<file path="src/rtl/uop_pkg.sv">
// Micro-op opcode definitions shared by the issue queue and the ALU.
package uop_pkg;

  typedef enum logic [3:0] {
    OP_NOP = 4'd0,
    OP_ADD = 4'd1,
    OP_SUB = 4'd2,
    OP_AND = 4'd3,
    OP_OR  = 4'd4,
    OP_XOR = 4'd5,
    OP_SLL = 4'd6,
    OP_SRL = 4'd7,
    OP_SRA = 4'd8
  } op_t;

endpackage

</file>
<file path="src/rtl/uop_issue_queue.sv">
// uop_issue_queue: circular FIFO of decoded micro-ops feeding the ALU.
// The oldest entry is presented with a valid/ready handshake.
// A synchronous flush (or reset) empties the queue in one edge.
// Optional feature: define UOP_ISSUE_BYPASS_EN to let a micro-op fall
// through combinationally when the queue is empty.
module uop_issue_queue
  import uop_pkg::*;
#(
  parameter int DEPTH = 4,
  parameter int W     = 64,
  parameter int TAG_W = 4
) (
  input  logic                       clk,
  input  logic                       rst,
  input  logic                       flush,
  input  logic                       in_valid,
  output logic                       in_ready,
  input  op_t                        in_op,
  input  logic [W-1:0]               in_a,
  input  logic [W-1:0]               in_b,
  input  logic [$clog2(W)-1:0]       in_shamt,
  input  logic [TAG_W-1:0]           in_tag,
  output logic                       out_valid,
  input  logic                       out_ready,
  output op_t                        out_op,
  output logic [W-1:0]               out_a,
  output logic [W-1:0]               out_b,
  output logic [$clog2(W)-1:0]       out_shamt,
  output logic [TAG_W-1:0]           out_tag,
  output logic [$clog2(DEPTH+1)-1:0] count
);

  localparam int PW = $clog2(DEPTH);
  localparam int CW = $clog2(DEPTH + 1);
  localparam int SW = $clog2(W);
  localparam logic [CW-1:0] FULL_COUNT = CW'(DEPTH);

  typedef struct packed {
    op_t              op;
    logic [W-1:0]     a;
    logic [W-1:0]     b;
    logic [SW-1:0]    shamt;
    logic [TAG_W-1:0] tag;
  } entry_t;

  entry_t        mem [DEPTH];
  logic [PW-1:0] wr_ptr;
  logic [PW-1:0] rd_ptr;

  entry_t in_entry;
  entry_t head;
  logic   empty;
  logic   full;
  logic   push;
  logic   pop;
  logic   wr_en;
  logic   rd_en;

  // Handshake decode: what is accepted, what is presented, and whether
  // storage is actually written/read this cycle.
  always_comb begin
    in_entry = '{op: in_op, a: in_a, b: in_b, shamt: in_shamt, tag: in_tag};
    empty    = (count == '0);
    full     = (count == FULL_COUNT);
    in_ready = !rst && !flush && !full;
    push     = in_valid && in_ready;
    head     = mem[rd_ptr];
`ifdef UOP_ISSUE_BYPASS_EN
    // An empty queue shows the incoming micro-op directly; if the ALU takes
    // it in the same cycle it never touches storage.
    if (empty) begin
      head      = in_entry;
      out_valid = push;
    end else begin
      out_valid = 1'b1;
    end
    pop   = out_valid && out_ready;
    wr_en = push && !(empty && out_ready);
    rd_en = pop && !empty;
`else
    out_valid = !empty;
    pop       = out_valid && out_ready;
    wr_en     = push;
    rd_en     = pop;
`endif
  end

  // Head fields are forced to a NOP bubble whenever nothing is presented.
  always_comb begin
    out_op    = OP_NOP;
    out_a     = '0;
    out_b     = '0;
    out_shamt = '0;
    out_tag   = '0;
    if (out_valid) begin
      out_op    = head.op;
      out_a     = head.a;
      out_b     = head.b;
      out_shamt = head.shamt;
      out_tag   = head.tag;
    end
  end

  // Entry storage; contents need no reset since occupancy gates visibility.
  always_ff @(posedge clk) begin
    if (wr_en) begin
      mem[wr_ptr] <= in_entry;
    end
  end

  // Pointers and occupancy; reset and flush both empty the queue and win
  // over any handshake in the same cycle. Pointers wrap modulo DEPTH.
  always_ff @(posedge clk) begin
    if (rst || flush) begin
      wr_ptr <= '0;
      rd_ptr <= '0;
      count  <= '0;
    end else begin
      if (wr_en) begin
        wr_ptr <= wr_ptr + 1'b1;
      end
      if (rd_en) begin
        rd_ptr <= rd_ptr + 1'b1;
      end
      case ({wr_en, rd_en})
        2'b10:   count <= count + 1'b1;
        2'b01:   count <= count - 1'b1;
        default: count <= count;
      endcase
    end
  end

endmodule

</file>
<file path="config.mk">
export PLATFORM = sky130hd
export DESIGN_NAME = uop_issue_queue
export DESIGN_NICKNAME = d
export VERILOG_FILES = /design/src/rtl/uop_pkg.sv /design/src/rtl/uop_issue_queue.sv
export SDC_FILE = /design/constraint.sdc
export NUM_CORES = 1
export LEC_CHECK = 0
export ABC_AREA = 1
export CORE_ASPECT_RATIO = 1.2
export CORE_UTILIZATION = 23
export DETAILED_ROUTE_END_ITERATION = 7
export PLACE_DENSITY = 0.37
export REMOVE_ABC_BUFFERS = 1
export SLEW_MARGIN = 20
export SYNTH_ARGS = -nofsm -noshare
export SYNTH_HDL_FRONTEND = slang
export SYNTH_SLANG_ARGS = --single-unit
export TNS_END_PERCENT = 5
</file>
<file path="constraint.sdc">
create_clock -name clk -period 15 [get_ports clk]
set_clock_uncertainty 0.05 [all_clocks]
set_input_delay 2.25 -clock clk [delete_from_list [all_inputs] [get_ports clk]]
set_output_delay 2.25 -clock clk [all_outputs]
set_load 0.01 [all_outputs]
</file>
==> reports/summary.md <==
The analysis attributes to cell leakage a power of 9.30 nW. The die outline area is 99000 µm². Setup violations remaining at the end of the flow were counted as 0. In this run the post-CTS setup repair buffer count came out at 0. The final critical path takes up 45.3% of the cycle.

The run gives 2.79 mW as the internal power summed over all cells. The fraction of the core area covered by cells at the end of the flow was 29.6%; the boundary pin count was 294. The area fraction of the dominant cell type after synthesis came out at 75.9%. Setup repair after global routing left no endpoint under its margin. The ratio of total power to cell area works out to 123 nW/µm². For the core footprint, the log shows 96800 µm².

Clock tree synthesis found a total of 577 sinks. Gates resized during post-CTS repair numbered 0. The most common cell in the synthesized netlist is nor2_1. Number of hold violations in the final report: 0. The logs give 4 for the number of search-and-repair iterations in the first detailed-routing pass and 0 for the DRC violation count after routing. Biggest fanout along the worst timing path: 87. Of all flip-flops after synthesis, the portion carrying an async set or reset was 0%.

The total overflow left after global routing is 0. The average detailed-routed wire length per instance was 19.0 µm; the net switching component of the power was 0.739 mW. The number of standard cells after synthesis is 1745. Initial antenna violation count: 4. Dividing the detail-routed via count by the number of cells gives 4.23. Buffers inserted during clock tree synthesis total 69.

The first global-routing pass estimated 93000 µm of wire. In this run the core area contains 125 standard-cell rows. Worst setup path category: reg -> out.

In this run the cell area of the synthesized design comes to 22500 µm². Count of cell types in the netlist: 21. The worst pin sits at a relative slew slack of 30.8%. The smallest clock period supported by the final layout is computed as 6.79 ns. For the final routed database, the setup TNS stands at 0 ns. The wire-length estimate of the detail-placed layout is 33900 µm. The number of enable flip-flop cells after synthesis was 568; the die outline width was 287 µm. In this run, flip-flops and latches consume 50.7% of the power. In this run, the number of DRC markers left after iteration 0 of detailed routing was 758. The synthesized design contains 577 register bits. Compared with the post-synthesis result, the final layout area differs by 27.6%.

Library cell occupying the most area in the post-synthesis netlist: edfxtp_1. The achievable clock frequency is 147 MHz, and the total via count in the routed design is 14100. The type of the tightest min-delay check was reg -> reg. Net switching is 20.9% of the power.

The max-slew violation count came out at 0. The tools report the clock root buffer as clkbuf_16. Entering global routing, the biggest net connects 135 pins. The combinational group share of total power is 4.7%.

By count the netlist is led by nor2_1 (575), edfxtp_1 (568), o21ai_0 (260). The buffer levels on the longest clock path is 3. The worst setup path is captured at an output port. At the later pin of the worst-skew pair, clock insertion delay measures 0.58 ns. The required time of the worst setup path was 12.70 ns. Input and output buffers added on the ports amount to 293. Total power for the finished layout comes to 3.53 mW.

Data on the critical path arrives at its endpoint at 4.49 ns. The tools report the clock share of power as 44.6%. STA classifies the critical path startpoint as a register.

Once layout is done, the placed cells without fillers occupy 28700 µm². For this run, the number of Yosys warnings is 0. In the final design database the tool counted 2175 nets. The initial standard-cell utilization of the core was 23.2%; the post-synthesis area per instance was 12.9 µm². The number of hold buffers added after CTS was 0. The via count of the first global-routing pass came out at 14500. The run gives 26600 µm² as the cell area after placement. The CTS clock-pin slew for the worst setup and hold paths was 0.05 ns. The main flop type after synthesis was edfxtp_1. The routed design has 63500 µm of wire. The run gives 12.6% as the total track usage. The pin slew with the least headroom to its limit is 1.04 ns.

At the end of routability-driven placement, the weighted congestion stood at 0.703. TritonCTS built the clock tree. The run finished with clean final reports. The tools report the highest ir drop seen on vdd as 0.0000890 V. The tool flagged a number of max-cap violations equal to 0. Yosys attributes the largest share of cell area to edfxtp_1 (76%), nor2_1 (9.6%), o21ai_0 (5.8%). The sequential fraction of the synthesis area is 76.7%, and the die height is 345 µm.

The post-route netlist has 6.13% of its cells at a drive strength greater than 1. The clock tree synthesis step divided the H-tree into 3 levels. The detail route stage leaves a number of antenna-violating nets equal to 0.
-- worst max-delay path: stages (launching register included) --
cell             delay, ns
dfxtp_4               0.80
buf_4                 0.88
buf_4                 0.82
nor2_1                0.11
nor2_1                0.11
o21ai_0               0.09
a21oi_1               0.26
clkdlybuf4s50_1       0.65
-- logic make-up (layout without fill, tap and decap cells) --
| group | count (synthesis) | count (layout) | share of synthesized area, % |
|---|---|---|---|
| buf+inv | 129 | 457 | 3.24 |
| flops | 577 | 577 | 76.7 |
| fa+ha+maj | 6 | 6 | 0.367 |
| compound gates | 434 | 434 | 9.66 |
| other cells | 0 | 1 | 0 |
| simple gates | 599 | 599 | 10.1 |
-- placed cells by master (no fill, tap or decap), types with 5 or more instances in the layout --
cell type and n:
nor2_1 571, clkinv_2 12, clkinv_1 9, nand2_1 14, clkbuf_16 71, buf_4 22
edfxtp_1 568, dfxtp_1 7, inv_1 17, a21oi_1 148, clkdlybuf4s50_1 293, o21ai_0 260
nand3_1 6, clkbuf_1 20, o21ai_1 26, ha_1 5
-- flip-flops by register name, indices dropped and copies added (netlist names), named ones only --
name	cells
count	3
mem	568
rd_ptr	2
wr_ptr	2
-- metal layers --
layer	part of all wire, %	routed length, µm	track usage (%)	up-vias
met3	5.5	3480	3.14	76
met4	1.7	1070	3.47	8
met5	0.085	54	0	-
li1	-	-	-	6758
met2	49	30800	21.5	290
met1	44	28000	15.8	7012
-- power groups by stage --
| stage | registers (mW) | logic, mW | clock network, mW |
|---|---|---|---|
| 2_1_floorplan | 1.83 | 0.0523 | 0 |
| 3_3_place_gp | 1.82 | 0.169 | 0 |
| 3_5_place_dp | 1.82 | 0.170 | 0 |
| 4_1_cts | 1.79 | 0.172 | 1.64 |
| 5_1_grt | 1.79 | 0.183 | 1.70 |
| 6_report | 1.79 | 0.166 | 1.58 |
-- worst paths after layout --
check | from | cells past startpoint | slack (ns) | to
max | register | 7 | 8.21 | out_a[35]
min | rd_ptr[1]$_SDFFE_PP0P_ | 2 | 0.43 | register
max reg2reg | count[1]$_SDFFE_PP0P_ | 6 | 11.85 | mem[1][80]$_DFFE_PP_
min reg2reg | rd_ptr[1]$_SDFFE_PP0P_ | 2 | 0.43 | register
-- stage by stage --
step           worst slack (ns)  instances  hold WS, ns
6_report                   8.21       3344        0.434
5_1_grt                    7.73       3343        0.478
4_1_cts                    7.99       3343        0.441
3_5_place_dp               8.67       3221        0.429
3_3_place_gp               8.70       3221        0.435
2_1_floorplan              3.17       1636        0.412
-- cell type report --
cell class              instances  area (µm²)
clock buffers                  93        1880
multi-input cells            1039        4550
clock inverters                29         243
inverters                      20        90.1
flip-flops and latches        577       17200
repair buffers                315        3100
fillers                      9725       68100
well taps                    1270        1590
diodes                          1        2.50
(Power assumes the default switching activity.)
